==> src/rtl/seven_seg_scan_driver.sv <==
// Time-multiplexed N-digit seven-segment driver with frame-synchronous double buffering and blink.
// Outputs are registered one cycle behind the scan index; loads take effect only at frame wrap.
module seven_seg_scan_driver #(
   parameter int NUM_DIGITS   = 4,
   parameter int REFRESH_DIV  = 100000,
   parameter int BLINK_FRAMES = 64
) (
   input  logic                    clk,
   input  logic                    rst,
   input  logic                    load,
   input  logic [4*NUM_DIGITS-1:0] digit_codes,
   input  logic [NUM_DIGITS-1:0]   dp_in,
   input  logic [NUM_DIGITS-1:0]   digit_en,
   input  logic [NUM_DIGITS-1:0]   blink_mask,
   output logic [0:6]              segments,
   output logic                    dp,
   output logic [NUM_DIGITS-1:0]   anode_active,
   output logic                    frame_done
);

   localparam int IDX_W  = $clog2(NUM_DIGITS);
   localparam int CNT_W  = $clog2(REFRESH_DIV);
   localparam int BLK_W  = (BLINK_FRAMES > 1) ? $clog2(BLINK_FRAMES) : 1;
   localparam int CODE_W = 4 * NUM_DIGITS;

   logic [CNT_W-1:0]      r_refresh_cnt;
   logic [IDX_W-1:0]      r_scan_idx;
   logic [BLK_W-1:0]      r_blink_cnt;
   logic                  r_blink_phase;
   logic                  r_pending;
   logic [CODE_W-1:0]     r_stg_codes;
   logic [NUM_DIGITS-1:0] r_stg_dp;
   logic [NUM_DIGITS-1:0] r_stg_en;
   logic [NUM_DIGITS-1:0] r_stg_blink;
   logic [CODE_W-1:0]     r_act_codes;
   logic [NUM_DIGITS-1:0] r_act_dp;
   logic [NUM_DIGITS-1:0] r_act_en;
   logic [NUM_DIGITS-1:0] r_act_blink;
   logic [0:6]            r_segments;
   logic                  r_dp;
   logic [NUM_DIGITS-1:0] r_anode;
   logic                  r_frame_done;

   logic                  w_slot_end;
   logic                  w_frame_wrap;
   logic [IDX_W-1:0]      w_anode_k;
   logic [3:0]            w_code;
   logic                  w_blank;
   logic [0:6]            w_seg;
   logic [NUM_DIGITS-1:0] w_anode_sel;

   assign w_slot_end   = (r_refresh_cnt == CNT_W'(REFRESH_DIV - 1));
   assign w_frame_wrap = w_slot_end && (r_scan_idx == IDX_W'(NUM_DIGITS - 1));
   // Scan starts at the leftmost (MSB) anode.
   assign w_anode_k    = IDX_W'(NUM_DIGITS - 1) - r_scan_idx;
   assign w_code       = r_act_codes[{w_anode_k, 2'b00} +: 4];
   assign w_blank      = ~r_act_en[w_anode_k] | (r_act_blink[w_anode_k] & r_blink_phase);
   assign w_anode_sel  = {{(NUM_DIGITS-1){1'b0}}, 1'b1} << w_anode_k;

   always_comb begin
      w_seg = 7'b1111111;
      case (w_code)
         4'd0:    w_seg = 7'b0000001;
         4'd1:    w_seg = 7'b1001111;
         4'd2:    w_seg = 7'b0010010;
         4'd3:    w_seg = 7'b0000110;
         4'd4:    w_seg = 7'b1001100;
         4'd5:    w_seg = 7'b0100100;
         4'd6:    w_seg = 7'b0100000;
         4'd7:    w_seg = 7'b0001111;
         4'd8:    w_seg = 7'b0000000;
         4'd9:    w_seg = 7'b0000100;
         4'd10:   w_seg = 7'b1111110;
         4'd11:   w_seg = 7'b0111001;
         4'd14:   w_seg = 7'b0110000;
         default: w_seg = 7'b1111111;
      endcase
   end

   always_ff @(posedge clk or posedge rst) begin
      if (rst) begin
         r_refresh_cnt <= '0;
         r_scan_idx    <= '0;
         r_blink_cnt   <= '0;
         r_blink_phase <= 1'b0;
      end else begin
         if (w_slot_end) begin
            r_refresh_cnt <= '0;
            r_scan_idx    <= w_frame_wrap ? '0 : r_scan_idx + IDX_W'(1);
         end else begin
            r_refresh_cnt <= r_refresh_cnt + CNT_W'(1);
         end
         if (w_frame_wrap) begin
            if (r_blink_cnt == BLK_W'(BLINK_FRAMES - 1)) begin
               r_blink_cnt   <= '0;
               r_blink_phase <= ~r_blink_phase;
            end else begin
               r_blink_cnt <= r_blink_cnt + BLK_W'(1);
            end
         end
      end
   end

   // A load landing on the wrap cycle bypasses staging so it shows in the very next slot.
   always_ff @(posedge clk or posedge rst) begin
      if (rst) begin
         r_pending   <= 1'b0;
         r_stg_codes <= '0;
         r_stg_dp    <= '0;
         r_stg_en    <= '0;
         r_stg_blink <= '0;
         r_act_codes <= '0;
         r_act_dp    <= '0;
         r_act_en    <= '0;
         r_act_blink <= '0;
      end else begin
         if (load) begin
            r_stg_codes <= digit_codes;
            r_stg_dp    <= dp_in;
            r_stg_en    <= digit_en;
            r_stg_blink <= blink_mask;
         end
         if (w_frame_wrap) begin
            r_pending <= 1'b0;
            if (load) begin
               r_act_codes <= digit_codes;
               r_act_dp    <= dp_in;
               r_act_en    <= digit_en;
               r_act_blink <= blink_mask;
            end else if (r_pending) begin
               r_act_codes <= r_stg_codes;
               r_act_dp    <= r_stg_dp;
               r_act_en    <= r_stg_en;
               r_act_blink <= r_stg_blink;
            end
         end else if (load) begin
            r_pending <= 1'b1;
         end
      end
   end

   always_ff @(posedge clk or posedge rst) begin
      if (rst) begin
         r_segments   <= 7'b1111111;
         r_dp         <= 1'b1;
         r_anode      <= '1;
         r_frame_done <= 1'b0;
      end else begin
         r_frame_done <= w_frame_wrap;
         if (w_blank) begin
            r_segments <= 7'b1111111;
            r_dp       <= 1'b1;
            r_anode    <= '1;
         end else begin
            r_segments <= w_seg;
            r_dp       <= ~r_act_dp[w_anode_k];
            r_anode    <= ~w_anode_sel;
         end
      end
   end

   assign segments     = r_segments;
   assign dp           = r_dp;
   assign anode_active = r_anode;
   assign frame_done   = r_frame_done;

endmodule

==> config.mk <==
export PLATFORM = sky130hd
export DESIGN_NAME = seven_seg_scan_driver
export DESIGN_NICKNAME = d
export VERILOG_FILES = /design/src/rtl/seven_seg_scan_driver.sv
export SDC_FILE = /design/constraint.sdc
export NUM_CORES = 1
export LEC_CHECK = 0
export CORE_ASPECT_RATIO = 0.6
export CORE_UTILIZATION = 50
export DETAILED_ROUTE_END_ITERATION = 8
export PLACE_DENSITY = 0.72
export SETUP_SLACK_MARGIN = 0.2
export SYNTH_ARGS = -nofsm -noshare
export SYNTH_HDL_FRONTEND = slang
export SYNTH_SLANG_ARGS = --single-unit
==> constraint.sdc <==
create_clock -name clk -period 8.5 [get_ports clk]
set_clock_uncertainty 0.2 [all_clocks]
set_input_delay 1.7 -clock clk [delete_from_list [all_inputs] [get_ports clk]]
set_output_delay 1.7 -clock clk [all_outputs]
set_load 0.1 [all_outputs]
== Word level (Yosys, flattened, before mapping) ==
Memories as Yosys holds them, arrays and structs flattened.
Cells that the tools add are included.
Word-level totals
  output and inout port bits: 13
  bits in read-only memories: 112
  memories kept: 1
  logic and storage cells: 61
  input port bits: 31
  register bits after elaboration: 96
Memory list
  (name not given): depth 16, width 7, rd ports 1, clocked after Yosys merged registers in 0, wr ports 0, line 62  | case (w_code)
Operators by class
  equal/unequal tests: 3
  bitwise logic cells: 6
  shift-type cells: 2
  multiplexer cells: 22
  reductions and logical operators: 5
  add/sub/neg operators: 4
  $lt $le $gt $ge: 1
Operator list (count)
  $mux W16: 2
  $mux W4: 7
  $add A17 B1 Y17 const B: 1
  $eq A17 B17 Y1 const B: 1
  $mux W17: 1
  $shiftx A16 B5 Y4: 1
  $mux W7: 1
  $add A6 B1 Y6 const B: 1
  $bmux W1 S2: 3
  $eq A6 B6 Y1 const B: 1
  $mux W1: 6
  $mux W6: 1
  $not A4 Y4: 1
  $reduce_and A2 Y1: 2
  $reduce_bool A2 Y1: 2
  $shl A1 B2 Y4 const A: 1
  $lt A2 B3 Y1 const B: 1
  $not A1 Y1: 3
  $add A2 B1 Y2 const B: 1
  $eq A2 B2 Y1 const B: 1
  $mux W2: 1
  $sub A2 B2 Y2 const A: 1
  $and A1 B1 Y1: 1
  $logic_and A1 B1 Y1: 1
  $or A1 B1 Y1: 1

== Depth between registers and ports, before layout ==
Gate-level depths: netlist (run 1).
  depth in word-level cells: 6
  mapped depth: 7
  gate-level depth less buffers: 6

== Worst setup path before layout (run 1) ==
No wires, ideal clock.
  path kind: input-to-reg
  start: input port load
  end: register r_act_blink[0]
  cell stages on the path: 4
  arrival time: 2.831 ns
  setup time: 0.125 ns
  path slack: 5.344 ns
  cells stage by stage: clkbuf_1 buf_4 mux2_2 mux2_4
Between the ends
  word-level cells in the longest chain between the ends: 2
  elaborated cells between the ends (all ways): 3
  those cells by class: 1 x mux; 2 x reduce/logical
RTL lines
  from (decl): line 10  | input logic load,
  $reduce_bool A2 Y1 (no line)
  $reduce_and A2 Y1 (no line)
  to (signal assigned): line 129  | r_act_blink <= blink_mask;
  to (signal assigned): line 134  | r_act_blink <= r_stg_blink;
  to (decl): line 38  | logic [NUM_DIGITS-1:0] r_act_blink;
Parallel ways exist; a longest one is shown, timed or not.
A chain may end at the register's enable or synchronous reset.

== Final worst setup path (run 1) ==
  start: register r_anode[3] (netlist: anode_active[3])
  end: output port anode_active[3]
RTL lines
  from (decl): line 41  | logic [NUM_DIGITS-1:0] r_anode;
  from (signal assigned): line 157  | r_anode <= ~w_anode_sel;
  to (decl): line 17  | output logic [NUM_DIGITS-1:0] anode_active,
No word-level cell between the ends.

==> flow_metrics.py, run 1 <==
metrics = {
    "sta": {
        "relSlewSlack_pct": 33.7,
        "fin_crit_sh_pct": 45.8,
        "slew_viol_final": 0,
        "hold_violations": 0,
        "period_needed_ns": 3.90,
        "finalSetupTns_ns": 0,
        "worst_pin_slew_ns": 0.994,
        "rsz0062_at_grt": "no",
        "fmax_ghz": 0.257,
        "setup_viol": 0,
    },
    "routing": {
        "wl_per_cell_um": 16.4,
        "routed_via_density": 5.33,
        "postRouteAntennaNets": 0,
        "drc_errors": 0,
        "wirelength_um": 7690,
        "dr.pass1.iters": 4,
        "vias": 2501,
        "initialDrtViolationCount": 167,
    },
    "final_layout": {
        "antenna_cells": 0,
        "fillers": 637,
        "fin_nets": 399,
        "syn_to_final_growth_pct": 18.8,
        "drive_gt1_share_pct": 29.6,
    },
    "clocking": {
        "cts.clk_slew.worst_paths_ns": 0.07,
        "clockBufferDepth": 2,
        "hold_buffers": 0,
        "cts_resized": 0,
        "root_buffer": "clkbuf_16",
        "clk-insertion-delay-late_ns": 0.35,
        "cts_sinks": 96,
        "cts_tree": "built",
        "cts_setup_buffers": 0,
        "cts_buffers": 9,
        "h-tree-depth": 3,
    },
    "logic_synthesis": {
        "seq_area_frac_synth_pct": 55.7,
        "yosys_register_bits": 96,
        "yosysUniqueCellTypes": 46,
        "synth.avg_cell_area_um2": 14.0,
        "ys_warn_count": 0,
        "async_flop_share_pct": 100,
        "syn-instance-count": 311,
        "syn_area_um2": 4340,
        "syn-num-nets": 354,
        "ys.flop_type": "dfrtp_1",
        "synth_edf_count": 0,
    },
    "power_and_ir_drop": {
        "peakVddDrop_mv": 0.109,
        "p_leak_nw": 2.22,
        "finalPower_mw": 0.983,
        "power_density_nw_per_um2": 191,
    },
    "setup_path": {
        "critPathArrivalTime_ns": 2.00,
        "criticalPathCategory": "flop to primary output",
        "cp-end-kind": "primary output",
        "cp_slowest_cell": "clkdlybuf4s50_1",
        "crit_family": "buffers and inverters",
        "cp_max_fo": 1,
        "worstSetupStartpointType": "flop",
        "path_buf_inv": 1,
        "worstReg2RegStart": "r_scan_idx[0]$_DFFE_PP0N_",
        "crit_path_max_incr_delay_ns": 1.13,
        "crit_required_ns": 6.60,
        "critPathLaunch": "anode_active[3]$_DFF_PP1_",
        "crit_path_cell_trace": "clkdlybuf4s50_1",
    },
    "place": {
        "port_buffers": 43,
        "place_congestion": 0.796,
        "dp_hpwl_um": 5280,
    },
    "grt": {
        "grt_pass1_vias": 2507,
        "grt_max_degree": 84,
        "antenna_found_initial": 0,
        "grt_pass1_wl_um": 13100,
        "grt_remaining_overflow": 0,
        "grt_usage_pct": 20.0,
    },
    "die": {
        "initial_core_util_pct": 53.4,
        "fp.dieW_um": 122,
        "rows": 25,
        "pin_count": 44,
        "die_h_um": 74.2,
        "die_area_um2": 9070,
        "coreArea_um2": 8130,
    },
    "flow_run": {
        "cap_violations": 0,
    },
    "worst_hold_path": {
        "holdCritStartpoint": "r_refresh_cnt[0]$_DFF_PP0_",
        "hold_path.class": "flop to flop",
    },
    "outcome": {
        "outcome": "finished clean",
    },
}
[where the power goes]
group	total [mW]	internal (mW)	switching, mW
Clock	0.421	0.252	0.169
Combinational	0.0777	0.0379	0.0398
Sequential	0.485	0.478	0.00712
[layer usage]
| layer | wire length, µm | GRT usage, % |
|---|---|---|
| met5 | 0 | 0 |
| met4 | 55 | 4.88 |
| met3 | 370 | 7.13 |
| met2 | 3250 | 28.4 |
| met1 | 4010 | 29.2 |
[flip-flops by register name, indices dropped and copies added, names as in the netlist]
register	count
segments	7
r_act_codes	16
r_act_dp	4
r_refresh_cnt	17
r_act_blink	4
r_stg_dp	4
r_blink_cnt	6
r_stg_codes	16
r_stg_en	4
anode_active	4
r_stg_blink	4
r_pending	1
dp	1
frame_done	1
r_scan_idx	2
r_blink_phase	1
r_act_en	4
[cell usage in the layout (no fill, tap or decap), types with 3 or more instances in the layout]
cell type | netlist | layout
xor2_1 | 11 | 11
clkdlybuf4s50_1 | 0 | 43
clkbuf_16 | 0 | 9
buf_4 | 2 | 4
mux2_4 | 20 | 20
dfrtp_1 | 84 | 84
mux2i_1 | 3 | 3
ha_1 | 12 | 12
or4_1 | 3 | 3
dfstp_2 | 12 | 12
mux2_2 | 39 | 39
nor2_1 | 16 | 16
clkbuf_8 | 0 | 3
mux4_2 | 7 | 7
o21ai_0 | 8 | 8
xnor2_1 | 5 | 5
nand3_1 | 7 | 7
nand4_1 | 6 | 6
inv_1 | 10 | 9
and3_1 | 5 | 5
a21oi_1 | 4 | 4
nand2_1 | 18 | 18
[through the flow]
step | worst slack, ns | hold WS (ns) | cell area (µm²) | instances | utilization [%]
6_report | 4.60 | 0.259 | 5160 | 469 | 63.4
5_1_grt | 4.56 | 0.298 | 5160 | 469 | 63.4
4_1_cts | 4.59 | 0.263 | 5160 | 469 | 63.4
3_5_place_dp | 4.43 | 0.248 | 4840 | 453 | 59.5
3_3_place_gp | 4.49 | 0.237 | 4840 | 453 | 59.5
2_1_floorplan | 4.11 | 0.224 | 4340 | 311 | -
[cells in the mapped netlist (all sizes together), types with 2 or more instances]
cell / number / share of area [%]
dfrtp: 84 / 48
mux2: 59 / 17
nand2: 19 / 1.7
nor2: 16 / 1.4
dfstp: 12 / 7.3
ha: 12 / 3.5
xor2: 11 / 2.2
inv: 10 / 0.86
nand3: 8 / 1.2
o21ai: 8 / 0.92
buf: 7 / 1.8
mux4: 7 / 3.6
clkbuf: 6 / 0.52
nand4: 6 / 0.86
and3: 5 / 0.72
xnor2: 5 / 1.0
a21oi: 4 / 0.46
and4: 3 / 0.63
mux2i: 3 / 0.69
nor3: 3 / 0.61
or4: 3 / 0.52
a21boi: 2 / 0.35
nor4: 2 / 0.63
o2bb2ai: 2 / 0.40
o31ai: 2 / 0.35
[path summary, 6_finish.rpt]
check / endpoint / slack (ns) / cells past startpoint
max: anode_active[3] / 4.60 / 1
min: r_refresh_cnt[0]$_DFF_PP0_ / 0.26 / 1
max reg2reg: segments[4]$_DFF_PP1_ / 5.84 / 6
min reg2reg: r_refresh_cnt[0]$_DFF_PP0_ / 0.26 / 1
max in group asynchronous: r_stg_codes[3]$_DFFE_PP0P_ / 5.47 / 3
min in group asynchronous: r_refresh_cnt[12]$_DFF_PP0_ / 1.38 / 2
[area by class of cell]
class | instances | area, µm² | area share (%)
Tap cell | 108 | 135 | 2.62
Inverter | 10 | 38.8 | 0.752
Multi-Input combinational cell | 192 | 1790 | 34.7
Clock buffer | 12 | 267 | 5.17
Clock inverter | 4 | 51.3 | 0.995
Timing Repair Buffer | 47 | 460 | 8.93
Sequential cell | 96 | 2420 | 46.9
[kinds of logic after synthesis]
logic type | synth area share, %
compound gates | 3.52
xor+xnor | 3.23
fa+ha+maj | 3.46
buf+inv | 3.14
flops | 55.7
mux | 21.4
simple gates | 9.60
No activity file was read; power rests on OpenSTA's default activity.
==> run 2: changes to the inputs <==
--- a/config.mk
+++ b/config.mk
@@ -8,7 +8,7 @@
 export CORE_ASPECT_RATIO = 0.6
 export CORE_UTILIZATION = 50
 export DETAILED_ROUTE_END_ITERATION = 8
-export PLACE_DENSITY = 0.72
+export PLACE_DENSITY = 0.74
 export SETUP_SLACK_MARGIN = 0.2
 export SYNTH_ARGS = -nofsm -noshare
 export SYNTH_HDL_FRONTEND = slang
==> constraint.sdc (replaced) <==
create_clock -name clk -period 3.2 [get_ports clk]
set_clock_uncertainty 0.2 [all_clocks]
set_input_delay 0.64 -clock clk [delete_from_list [all_inputs] [get_ports clk]]
set_output_delay 0.64 -clock clk [all_outputs]
set_load 0.1 [all_outputs]
==> run 2 against run 1 <==
Die area is the same. Sequential power grew to 2.7 times the previous value. Utilization is essentially flat. Highest routed layer unchanged. Power grew to 2.7 times the previous value. Largest power group unchanged. Critical path depth grew 5. Flip-flop and latch count is the same. Non-clock buffer count grew 1.
==> flow_metrics.py, run 2 (synthesis gave the netlist of run 1 again) <==
metrics = {
    "clocking": {
        "cts_buffers": 9,
        "clk-insertion-delay-late_ns": 0.35,
        "h-tree-depth": 3,
        "cts.clk_slew.worst_paths_ns": 0.06,
        "clockBufferDepth": 2,
        "cts_setup_buffers": 0,
        "root_buffer": "clkbuf_16",
        "cts_resized": 0,
        "cts_tree": "built",
        "cts_sinks": 96,
        "hold_buffers": 0,
    },
    "die": {
        "fp.dieW_um": 122,
        "coreArea_um2": 8130,
        "pin_count": 44,
        "rows": 25,
        "die_area_um2": 9070,
        "die_h_um": 74.2,
        "initial_core_util_pct": 53.4,
    },
    "place": {
        "port_buffers": 43,
        "place_congestion": 0.823,
        "dp_hpwl_um": 5150,
        "pre_cts_ws_ns": 0.655,
        "dpl_cell_area_um2": 4830,
    },
    "routing": {
        "routed_via_density": 5.31,
        "vias": 2498,
        "postRouteAntennaNets": 0,
        "wirelength_um": 7610,
        "drc_errors": 0,
        "initialDrtViolationCount": 156,
        "wl_per_cell_um": 16.2,
        "dr.pass1.iters": 4,
    },
    "sta": {
        "finalSetupTns_ns": 0,
        "fmax_ghz": 0.405,
        "timing.hold.ws_ns": 0.263,
        "hold_violations": 0,
        "relSlewSlack_pct": 67.1,
        "setup_viol": 0,
        "final.setup.worst_slack_ns": 0.733,
        "period_needed_ns": 2.47,
        "fin_crit_sh_pct": 77.1,
        "slew_viol_final": 0,
        "worst_pin_slew_ns": 0.493,
        "rsz0062_at_grt": "no",
    },
    "flow_run": {
        "cap_violations": 0,
    },
    "final_layout": {
        "reg.largest.list": "r_refresh_cnt (17), r_act_codes (16), r_stg_codes (16)",
        "top_register": "r_refresh_cnt",
        "layout_commonest_cell": "dfrtp_1",
        "largest_register_ff_count": 17,
        "fin_nets": 400,
        "drive_gt1_share_pct": 32.9,
        "syn_to_final_growth_pct": 18.7,
        "antenna_cells": 0,
        "final_cell_area_um2": 5150,
        "final_cell_mix": "dfrtp_1, mux2_2, clkdlybuf4s50_1",
    },
    "setup_path": {
        "worstSetupStartpointType": "flop",
        "cp-end-kind": "flop",
        "cp_max_fo": 28,
        "crit_family": "buffers and inverters",
        "crit_path_max_incr_delay_ns": 0.53,
        "path_buf_inv": 2,
        "criticalPathCategory": "flop to flop",
        "cp_slowest_cell": "dfrtp_1",
        "cpMostUsedCell": "buf_4",
        "rrSetupSlack_ns": 0.73,
        "critPathArrivalTime_ns": 2.49,
        "crit_required_ns": 3.23,
        "crit_path_cell_trace": "buf_4, ha_1, nand2_2, nor3_4, buf_4, mux2_2",
    },
    "power_and_ir_drop": {
        "power_density_nw_per_um2": 515,
        "p_sw_mw": 0.555,
        "combinationalPowerShare_pct": 7.8,
        "p_leak_nw": 2.23,
        "power.share.clock_pct": 43.7,
        "peakVddDrop_mv": 0.309,
        "seq_power_share_pct": 48.5,
        "p_int_mw": 2.10,
        "power.share.switching_pct": 20.9,
    },
    "outcome": {
        "outcome": "finished clean",
    },
    "grt": {
        "grt_remaining_overflow": 0,
        "grt_pass1_wl_um": 13100,
        "grt_usage_pct": 19.7,
        "grt_pass1_vias": 2542,
        "antenna_found_initial": 0,
        "grt_max_degree": 97,
    },
    "worst_hold_path": {
        "hold_path.class": "flop to flop",
    },
}
run 2: cell count changes in the layout (fill, tap and decap cells not counted):
| cell | before | now |
|---|---|---|
| clkbuf_8 | 3 | 2 |
| clkinv_2 | 2 | 1 |
| clkdlybuf4s50_1 | 43 | 30 |
| buf_4 | 4 | 17 |
| clkinv_4 | 1 | 0 |
| bufinv_16 | 1 | 2 |
| buf_12 | 0 | 1 |
| clkbuf_1 | 0 | 2 |
run 2: final cells by class:
cell class,instances,area [µm²]
fill,640,2980
multi-input combinational,192,1790
timing repair buffer,48,448
clock inverter,3,65.1
inverter,10,41.3
clock buffer,13,260
tap,108,135
sequential,96,2420
run 2: worst register-to-register path: stages (launching register included):
cell,delay (ns)
dfrtp_1,0.53
buf_4,0.26
ha_1,0.22
nand2_2,0.16
nor3_4,0.14
buf_4,0.44
mux2_2,0.40
run 2: routing by layer:
metal  vias to the layer above  routed length (µm)  track usage, %
met2                        45                3290            26.8
met3                         5                 332            7.59
met5                         -                   0               0
met4                         0                  68            5.42
met1                      1267                3920            29.2
li1                       1181                   -               -
run 2: worst paths after layout:
path / start / cells past startpoint / to
hold / removal: r_refresh_cnt[0]$_DFF_PP0_ / 1 / r_refresh_cnt[0]$_DFF_PP0_
max in group asynchronous: rst / 3 / r_stg_dp[1]$_DFFE_PP0P_
setup reg to reg: r_scan_idx[0]$_DFFE_PP0N_ / 6 / r_act_codes[12]$_DFFE_PP0P_
min in group asynchronous: rst / 3 / r_refresh_cnt[15]$_DFF_PP0_
hold reg to reg: r_refresh_cnt[0]$_DFF_PP0_ / 1 / r_refresh_cnt[0]$_DFF_PP0_
setup / recovery: r_scan_idx[0]$_DFFE_PP0N_ / 6 / r_act_codes[12]$_DFFE_PP0P_
run 2: power groups by stage:
stage | sequential (mW) | clock (mW) | combinational, mW
floorplan | 1.33 | 0 | 0.109
global placement | 1.31 | 0 | 0.205
detailed placement | 1.31 | 0 | 0.209
CTS | 1.29 | 1.19 | 0.210
global route | 1.29 | 1.24 | 0.225
finish | 1.29 | 1.16 | 0.206
run 2: through the flow:
| step | total power [mW] | utilization (%) | instances |
|---|---|---|---|
| final | 2.65 | 63.4 | 470 |
| after global routing | 2.75 | 63.4 | 470 |
| after CTS | 2.69 | 63.4 | 470 |
| after detailed placement | 1.52 | 59.4 | 454 |
| after global placement | 1.51 | 59.4 | 454 |
| after floorplan | 1.44 | - | 311 |
==> run 3: changes to the inputs <==
==> constraint.sdc (replaced) <==
create_clock -name clk -period 2.1 [get_ports clk]
set_clock_uncertainty 0.2 [all_clocks]
set_input_delay 0.42 -clock clk [delete_from_list [all_inputs] [get_ports clk]]
set_output_delay 0.42 -clock clk [all_outputs]
set_load 0.1 [all_outputs]
==> run 3 against run 2 <==
The run now ends with setup timing left. Die area unchanged. Global-route usage up 0.67 points. Cell count up 9.6%. Worst setup slack worse by 0.76 ns. Clock power up 39%. Largest power group unchanged. Highest routed layer unchanged. Count of clock-buffer cells in the layout up 2. Sequential share of layout area down 6.8 points. Critical path depth unchanged.
==> flow_metrics.py, run 3 (synthesis gave the netlist of run 1 again) <==
metrics = {
    "setup_path": {
        "critPathArrivalTime_ns": 2.15,
        "criticalPathCategory": "flop to flop",
        "worstReg2RegStart": "r_refresh_cnt[5]$_DFF_PP0_",
        "cp-end-kind": "flop",
        "crit_required_ns": 2.12,
        "worstSetupStartpointType": "flop",
        "critPathLaunch": "r_refresh_cnt[5]$_DFF_PP0_",
        "cp_max_fo": 7,
    },
    "worst_hold_path": {
        "holdCritStartpoint": "r_blink_cnt[4]$_DFFE_PP0P_",
        "hold_path.class": "flop to flop",
    },
    "sta": {
        "fin_crit_sh_pct": 101,
        "setup_viol": 15,
        "rsz0062_at_grt": "yes",
        "hold_violations": 0,
        "fmax_ghz": 0.471,
        "finalSetupTns_ns": -0.155,
        "worst_pin_slew_ns": 0.423,
        "slew_viol_final": 0,
        "final.setup.worst_slack_ns": -0.0224,
        "relSlewSlack_pct": 71.8,
        "period_needed_ns": 2.12,
        "timing.hold.ws_ns": 0.291,
    },
    "clocking": {
        "cts_tree": "built",
        "root_buffer": "clkbuf_16",
        "clk-insertion-delay-late_ns": 0.34,
        "cts_buffers": 9,
        "cts_sinks": 96,
        "clockBufferDepth": 2,
        "cts.clk_slew.worst_paths_ns": 0.06,
        "h-tree-depth": 3,
        "hold_buffers": 0,
    },
    "routing": {
        "initialDrtViolationCount": 186,
        "routed_via_density": 5.34,
        "wirelength_um": 9050,
        "wl_per_cell_um": 17.6,
        "vias": 2749,
        "dr.pass1.iters": 4,
        "drc_errors": 0,
        "postRouteAntennaNets": 0,
    },
    "final_layout": {
        "top_register": "r_refresh_cnt",
        "antenna_cells": 0,
        "layout_commonest_cell": "dfrtp_1",
        "reg.largest.list": "r_refresh_cnt (17), r_act_codes (16), r_stg_codes (16)",
        "final_cell_mix": "dfrtp_1, mux2_4, clkdlybuf4s50_1",
        "largest_register_ff_count": 17,
        "fin_nets": 445,
        "fillers": 511,
        "syn_to_final_growth_pct": 39.0,
        "drive_gt1_share_pct": 48.9,
    },
    "place": {
        "place_congestion": 0.851,
        "dp_hpwl_um": 5510,
        "port_buffers": 43,
    },
    "die": {
        "initial_core_util_pct": 53.4,
        "rows": 25,
        "die_h_um": 74.2,
        "fp.dieW_um": 122,
        "pin_count": 44,
        "coreArea_um2": 8130,
        "die_area_um2": 9070,
    },
    "outcome": {
        "violations": "setup timing",
        "outcome": "finished, violations left",
    },
    "grt": {
        "grt_usage_pct": 20.4,
        "grt_remaining_overflow": 0,
        "antenna_found_initial": 0,
        "grt_pass1_wl_um": 13700,
        "grt_max_degree": 63,
        "grt_pass1_vias": 2637,
    },
    "power_and_ir_drop": {
        "power_density_nw_per_um2": 656,
        "p_leak_nw": 2.71,
        "power.share.switching_pct": 21.7,
        "p_int_mw": 3.10,
        "combinationalPowerShare_pct": 9.5,
        "p_sw_mw": 0.857,
        "peakVddDrop_mv": 0.581,
        "power.share.clock_pct": 40.7,
        "seq_power_share_pct": 49.7,
    },
    "flow_run": {
        "cap_violations": 0,
    },
}
## run 3: final cells by class
type	instances	area [µm²]	share of cell area (%)
Inverter	10	43.8	0.726
Sequential cell	96	2420	40.1
Tap cell	108	135	2.24
Timing Repair Buffer	93	1100	18.2
Clock inverter	1	7.51	0.124
Clock buffer	15	298	4.94
Multi-Input combinational cell	192	2030	33.7
## run 3: per-stage QoR
step	util [%]	worst slack (ns)	cell area [µm²]	total power, mW	std cells
2_1_floorplan	-	-0.0959	4410	2.21	311
3_3_place_gp	64.5	-0.0556	5240	2.34	477
3_5_place_dp	64.5	-0.0978	5240	2.35	477
4_1_cts	70.3	0.0164	5720	3.99	505
5_1_grt	74.2	-0.0774	6030	4.10	515
6_report	74.2	-0.0224	6030	3.96	515
## run 3: path summary, 6_finish.rpt
path	endpoint	slack [ns]	cells past startpoint
setup / recovery	r_act_en[0]$_DFFE_PP0P_	-0.02	6
hold / removal	r_blink_cnt[4]$_DFFE_PP0P_	0.29	1
setup reg to reg	r_act_en[0]$_DFFE_PP0P_	-0.02	6
hold reg to reg	r_blink_cnt[4]$_DFFE_PP0P_	0.29	1
max in group asynchronous	dp$_DFF_PP1_	0.98	3
min in group asynchronous	r_stg_codes[10]$_DFFE_PP0P_	0.33	3
## run 3: layer usage
| layer | track usage, % | up-vias | share of wire, % |
|---|---|---|---|
| met1 | 30.2 | 1395 | 50 |
| met3 | 6.37 | 8 | 4.5 |
| met2 | 28.8 | 64 | 45 |
| met5 | 0 | - | 0 |
| li1 | - | 1282 | - |
| met4 | 5.96 | 0 | 0.98 |
## run 3: power by group through the flow
stage               logic, mW  clock network (mW)  registers, mW
floorplan               0.174                   0           2.03
global route            0.407                1.72           1.98
detailed placement      0.352                   0           2.00
finish                  0.377                1.61           1.97
global placement        0.344                   0           1.99
CTS                     0.368                1.66           1.97
## run 3: critical path: stages, from the launching register on
cell       delay (ns)
dfrtp_1          0.41
nor4b_4          0.41
nand3_4          0.16
nor3_4           0.19
buf_6            0.16
clkbuf_16        0.16
mux2_4           0.30
## run 3: what timing repair did
| item | 4_1_cts | 5_1_grt |
|---|---|---|
| pin swaps | 7 | 25 |
| setup buffers | 11 | 8 |
| setup endpoints to repair | 43 | 49 |
| gates cloned | 1 | 2 |
| resized for setup | 21 | 48 |
